==> src/rtl/sr_ctrl_rev3.sv <==
// Serial LED-chain encoder: each word becomes ONE/DATA/ZERO slots, frames end with an all-zero RST period.
// Optional underrun counter enabled by defining SR_CTRL_UNDERRUN_CNT_EN.
module sr_ctrl_rev3 #(
  parameter int WIDTH       = 8,
  parameter int RESET_SLOTS = 64,
  parameter int CNT_W       = 16
) (
  input  logic             sr_clk,
  input  logic             ar,
  input  logic [WIDTH-1:0] data_in,
  input  logic             data_valid,
  input  logic             data_last,
  output logic             data_ready,
  output logic             ser_out,
  output logic             sr_latch,
  output logic             busy,
  output logic             frame_done,
  output logic [CNT_W-1:0] underrun_cnt
);

  localparam int IDX_W = (WIDTH > 1) ? $clog2(WIDTH) : 1;
  localparam int RST_W = $clog2(RESET_SLOTS + 1);
  localparam logic [IDX_W-1:0] IDX_LAST = IDX_W'(WIDTH - 1);
  localparam logic [RST_W-1:0] RST_LAST = RST_W'(RESET_SLOTS - 1);

  typedef enum logic [2:0] {IDLE, ONE, DATA, ZERO, RST} state_t;

  state_t           state_q, state_d;
  logic [IDX_W-1:0] idx_q, idx_d;
  logic [WIDTH-1:0] hold_q, hold_d;
  logic             last_r_q, last_r_d;
  logic [RST_W-1:0] rst_cnt_q, rst_cnt_d;
  logic             ser_out_q, ser_out_d;
  logic             sr_latch_q, sr_latch_d;
  logic             busy_q, busy_d;
  logic             frame_done_q, frame_done_d;

  logic slot_end;
  logic accept;

  assign slot_end   = (idx_q == IDX_LAST);
  assign data_ready = (state_q == IDLE) || ((state_q == ZERO) && slot_end);
  assign accept     = data_valid && data_ready;

  always_comb begin
    state_d      = state_q;
    idx_d        = slot_end ? '0 : idx_q + 1'b1;
    hold_d       = hold_q;
    last_r_d     = last_r_q;
    rst_cnt_d    = rst_cnt_q;
    frame_done_d = 1'b0;

    case (state_q)
      IDLE: begin
        idx_d = '0;
        if (accept) begin
          state_d  = ONE;
          hold_d   = data_in;
          last_r_d = data_last;
        end
      end
      ONE:  if (slot_end) state_d = DATA;
      DATA: if (slot_end) state_d = ZERO;
      ZERO: begin
        // A word offered on the final ZERO cycle chains straight on, skipping RST
        if (slot_end) begin
          if (accept) begin
            state_d  = ONE;
            hold_d   = data_in;
            last_r_d = data_last;
          end else begin
            state_d   = RST;
            rst_cnt_d = '0;
          end
        end
      end
      RST: begin
        if (slot_end) begin
          if (rst_cnt_q == RST_LAST) begin
            state_d      = IDLE;
            rst_cnt_d    = '0;
            frame_done_d = 1'b1;
          end else begin
            rst_cnt_d = rst_cnt_q + 1'b1;
          end
        end
      end
      default: begin
        state_d = IDLE;
        idx_d   = '0;
      end
    endcase

    // Outputs are derived from the next state so the registers line up with it
    case (state_d)
      ONE:     ser_out_d = 1'b1;
      DATA:    ser_out_d = hold_d[idx_d];
      default: ser_out_d = 1'b0;
    endcase
    busy_d     = (state_d != IDLE);
    sr_latch_d = (state_d != IDLE) && (idx_d == IDX_LAST);
  end

  always_ff @(posedge sr_clk) begin
    if (ar) begin
      state_q      <= IDLE;
      idx_q        <= '0;
      hold_q       <= '0;
      last_r_q     <= 1'b0;
      rst_cnt_q    <= '0;
      ser_out_q    <= 1'b0;
      sr_latch_q   <= 1'b0;
      busy_q       <= 1'b0;
      frame_done_q <= 1'b0;
    end else begin
      state_q      <= state_d;
      idx_q        <= idx_d;
      hold_q       <= hold_d;
      last_r_q     <= last_r_d;
      rst_cnt_q    <= rst_cnt_d;
      ser_out_q    <= ser_out_d;
      sr_latch_q   <= sr_latch_d;
      busy_q       <= busy_d;
      frame_done_q <= frame_done_d;
    end
  end

  assign ser_out    = ser_out_q;
  assign sr_latch   = sr_latch_q;
  assign busy       = busy_q;
  assign frame_done = frame_done_q;

`ifdef SR_CTRL_UNDERRUN_CNT_EN
  logic             under_inc;
  logic [CNT_W-1:0] underrun_q, underrun_d;

  assign under_inc = (state_q == ZERO) && slot_end && !accept && !last_r_q;

  always_comb begin
    underrun_d = underrun_q;
    if (under_inc && (underrun_q != '1)) underrun_d = underrun_q + 1'b1;
  end

  always_ff @(posedge sr_clk) begin
    if (ar) underrun_q <= '0;
    else    underrun_q <= underrun_d;
  end

  assign underrun_cnt = underrun_q;
`else
  assign underrun_cnt = '0;
`endif

endmodule
==> config.mk <==
export PLATFORM = sky130hd
export DESIGN_NAME = sr_ctrl_rev3
export DESIGN_NICKNAME = d
export VERILOG_FILES = /design/src/rtl/sr_ctrl_rev3.sv
export SDC_FILE = /design/constraint.sdc
export NUM_CORES = 1
export LEC_CHECK = 0
export ABC_AREA = 1
export CORE_AREA = 2 2 43 74
export DETAILED_ROUTE_END_ITERATION = 12
export DIE_AREA = 0 0 45 76
export MAX_ROUTING_LAYER = met4
export PLACE_DENSITY = 0.8
export SLEW_MARGIN = 20
export SYNTH_ARGS = -nofsm -noshare
export SYNTH_HDL_FRONTEND = slang
export SYNTH_SLANG_ARGS = --single-unit
==> constraint.sdc <==
create_clock -name sr_clk -period 3.76 [get_ports sr_clk]
set_input_delay 0.752 -clock sr_clk [delete_from_list [all_inputs] [get_ports sr_clk]]
set_output_delay 0.752 -clock sr_clk [all_outputs]
set_load 0.005 [all_outputs]
## After elaboration in Yosys (flattened, before gate mapping)

Index checks and enable logic that the tools add are counted.

- Flip-flop bits (word level): 25
- Bits in latches: 0
- RAM bits: 0
- ROM bits: 0
- Input port bits: 12
- Output and inout port bits: 21
- Memories kept: 0

- Add/subtract/negate cells: 2
- Multipliers: 0
- Div/mod/pow operators: 0
- Magnitude comparators: 1
- Equality and inequality tests: 12
- Shift-type cells: 0
- Muxes and demuxes: 22
- Bitwise logic cells: 2
- Reduce and logical (&&, ||, !) cells: 10

Operators with widths:

| operator | count |
|---|---|
| $mux W7 | 4 |
| $mux W3 | 9 |
| $mux W8 | 2 |
| $pmux W8 S2 | 1 |
| $pmux W3 S5 | 1 |
| $pmux W7 S2 | 1 |
| $eq A3 B2 Y1 const B | 3 |
| $eq A3 B3 Y1 const B | 3 |
| $add A7 B1 Y7 const B | 1 |
| $eq A7 B6 Y1 const B | 1 |
| $eq A3 B1 Y1 const B | 2 |
| $ne A2 B2 Y1 const B | 3 |
| $lt A3 B4 Y1 const B | 1 |
| $reduce_and A4 Y1 | 1 |
| $reduce_or A4 Y1 | 1 |
| $add A3 B1 Y3 const B | 1 |
| $bmux W1 S3 | 1 |
| $logic_and A1 B1 Y1 | 3 |
| $logic_not A3 Y1 | 1 |
| $reduce_bool A3 Y1 | 1 |
| $reduce_or A3 Y1 | 1 |
| $mux W1 | 2 |
| $not A1 Y1 | 2 |
| $pmux W1 S2 | 1 |
| other kinds (2) | 2 |

## Depth between registers and ports, before layout

- Depth after elaboration: 10
- Mapped depth: 12
- Gate-level depth less buffers: 12

## Worst setup path before layout

No wires, ideal clock.

- Path kind: reg-to-output
- Start point: reg idx_q[0]
- End point: out data_ready
- Arrival: 0.985 ns
- Required time: 3.008 ns
- Path slack: 2.023 ns
- Cell stages (with the launch flop): 5
- Buffers on the path: 0
- Path through: dfxtp_1 -> ha_1 -> ha_1 -> nand4_4 -> nand2_4

- Longest elaborated chain between the ends: 3

Ends and longest elaborated chain:

| element | line | source |
|---|---|---|
| start: declaration | 29 | `logic [IDX_W-1:0] idx_q, idx_d;` |
| start signal: assignment | 117 | `idx_q <= idx_d;` |
| $eq A3 B3 Y1 | 41 | `assign slot_end = (idx_q == IDX_LAST);` |
| $logic_and A1 B1 Y1 | 42 | `assign data_ready = (state_q == IDLE) \|\| ((state_q == ZERO) && slot_end);` |
| $logic_or A1 B1 Y1 | 42 |  |
| end: declaration | 13 | `output logic data_ready,` |

Every way passes these cells.

## Final worst setup path

Ends and elaborated chain as after synthesis.

==> metrics.md <==
| Metric | Value |
|---|---|
| GRT Total Usage | `17.9%` |
| Most common cell after layout, fill and taps aside | `nand2_1` |
| Later-pin clock latency in the skew report | `0.27 ns` |
| Die Span Y | `76 um` |
| Final net count | `226` |
| Core area | `2860 sq um` |
| Die X | `45 um` |
| H-tree Lvls | `1` |
| Synth unique cells | `32` |
| # IOs | `33` |
| Start point of the worst hold path | `rst_cnt_q[6]$_SDFFE_PP0P_` |
| Final period util | `71.7%` |
| CTS max path bufs | `2` |
| Min Tclk post-route | `2.69 ns` |
| Pin count of the biggest net entering global routing | `23` |
| Pwr Density | `335 nW/um^2` |
| Fin Clk Skew | `0.00327 ns` |
| Synth Instances | `196` |
| Yosys top cell area share | `35.1%` |
| Clock slew at reported path FFs | `0.09 ns` |
| R2R Path Start | `idx_q[0]$_SDFF_PP0_` |
| Post-DRT Antenna Nets | `0` |
| Critical path peak fanout | `9` |
| Num CTS Buffers | `3` |
| Final Hold Vio Count | `0` |
| Vias in the first global route | `1,140` |
| Final setup viols | `0` |
| Vias/cell | `5.12` |
| First-pass GRT wire length | `4.63 mm` |
| Slew @ Worst Pin | `0.813 ns` |
| Dpl cells | `234` |
| Die ar. | `3420 sq um` |
| Post-cts sizing count | `0` |
| Hold_buf cts | `0` |
| Final cell count without fillers | `238` |
| Critical Path Start | `idx_q[0]$_SDFF_PP0_` |
| Rows | `26` |
| DP HPWL | `2.02 mm` |
| Routed WL per cell | `11.3 um` |
| Leak | `0.672 nW` |
| RSZ-0062 raised after global routing | `false` |
| Remaining global-route overflow | `0` |
| Critical Path RT | `3.01 ns` |
| Count of state elements after synthesis | `25` |
| Synth Warn # | `0` |
| Sequential share of the synthesized area | `35.1%` |
| Vias | `1,219` |
| Starting density of the core | `49.7%` |
| Max IR drop VDD | `0.232 mV` |
| Root Buffer | `clkbuf_8` |
| WP data arrival | `1.94 ns` |
| Setup TNS | `0 ns` |
| Total wire length | `2.70 mm` |
| DRT Pass-1 Iters | `5` |
| Initial antenna violation count | `0` |
| Main area contributors after synthesis | `dfxtp_1 35%, nand2_1 9.0%, buf_4 8.4%` |
| Peak Freq | `371 MHz` |
| Post-Syn Area | `1420 sq um` |
| Syn_area_per_cell | `7.26 sq um` |
| CTS tree | `built` |
| # clock sinks | `25` |
| Hold Crit Class | `register to register` |
| Crit Path Class | `register to primary output` |
| Pins Over Slew Limit | `0` |
| Area leader, netlist | `dfxtp_1` |
| ANT cells | `0` |
| Crit end category | `primary output` |
| DR iter-0 viols | `35` |
| Most frequent cells in the layout | `34 x nand2_1, 25 x dfxtp_1, 21 x nand3_1` |
| Status | `completed` |
| Gpl congestion | `0.808` |
| Residual DRC | `0` |
| Type of origin of the critical path | `register` |
| Hold WS | `0.440 ns` |
| Worst slew margin | `45.6%` |
| Share of layout cells above drive strength 1 | `11.9%` |
| Port buffer count | `15` |
| Area delta synth->final | `10.1%` |
| Max-cap violations | `0` |
| Post-CTS Setup Bufs | `0` |
==> through the flow <==
step / cell area [sq um] / setup slack (ns) / utilization, % / power, mW
2_1_floorplan: 1480 / 2.02 / - / 0.353
3_3_place_gp: 1520 / 1.28 / 53.1 / 0.367
3_5_place_dp: 1520 / 1.25 / 53.1 / 0.369
4_1_cts: 1570 / 1.06 / 54.8 / 0.529
5_1_grt: 1570 / 0.961 / 54.8 / 0.551
6_report: 1570 / 1.07 / 54.8 / 0.525
==> worst max-delay path, stage by stage (launching register included) <==
cell,delay [ns]
dfxtp_1,0.34
ha_1,0.15
ha_1,0.27
nand4_4,0.21
nand2_4,0.18
clkdlybuf4s50_1,0.52
==> power by group <==
part / internal, mW / total [mW] / switching, mW
clock: 0.0743 / 0.162 / 0.0878
sequential: 0.275 / 0.280 / 0.00565
combinational: 0.0355 / 0.0831 / 0.0476
total: 0.384 / 0.525 / 0.141
==> cells in the mapped netlist (all sizes together) <==
| library cell | instances |
|---|---|
| a21oi | 14 |
| nand2 | 41 |
| nor2 | 21 |
| o21ai | 9 |
| ha | 3 |
| nor4 | 2 |
| mux2 | 1 |
| nor3b | 2 |
| nand4 | 2 |
| or2 | 3 |
| xor2 | 1 |
| nor3 | 3 |
| buf | 18 |
| conb | 1 |
| a211oi | 1 |
| a31oi | 1 |
| o21bai | 1 |
| dfxtp | 25 |
| clkbuf | 2 |
| nand3b | 1 |
| nand3 | 21 |
| inv | 23 |
==> area by class of cell <==
type / count / area [sq um]
clock inverters: 1 / 5.00
repair buffers: 15 / 150
clock buffers: 3 / 41.3
inverters: 23 / 88.8
well taps: 28 / 35.0
flip-flops and latches: 25 / 500
multi-input cells: 143 / 747
fillers: 288 / 1290
==> per-layer routing <==
| metal | GRT usage [%] | routed length, um | vias to the layer above |
|---|---|---|---|
| li1 | - | - | 629 |
| met1 | 18.7 | 1010 | 557 |
| met2 | 31.3 | 1550 | 26 |
| met5 | - | 0 | - |
| met4 | 8.53 | 63 | 0 |
| met3 | 2.13 | 81 | 7 |
==> sequential cells by signal (all words and copies together), names as in the netlist <==
signal / cells
hold_q: 8
rst_cnt_q: 7
idx_q: 3
state_q: 3
busy: 1
frame_done: 1
ser_out: 1
sr_latch: 1
==> final timing paths <==
kind	slack, ns	endpoint	cells past startpoint
min reg2reg	0.44	rst_cnt_q[6]$_SDFFE_PP0P_	2
min	0.44	rst_cnt_q[6]$_SDFFE_PP0P_	2
max	1.07	data_ready	5
max reg2reg	1.89	ser_out$_SDFF_PP0_	8
==> logic make-up (layout without fill, tap and decap cells) <==
logic type	after synthesis	after routing	share of synthesized area, %
flops	25	25	35.1
simple gates	96	96	33.8
compound gates	26	26	10.4
fa+ha+maj	3	3	2.64
xor+xnor	1	1	0.615
buf+inv	43	42	16.3
other cells	1	16	0.263
mux	1	1	0.791
(Power assumes the default switching activity.)
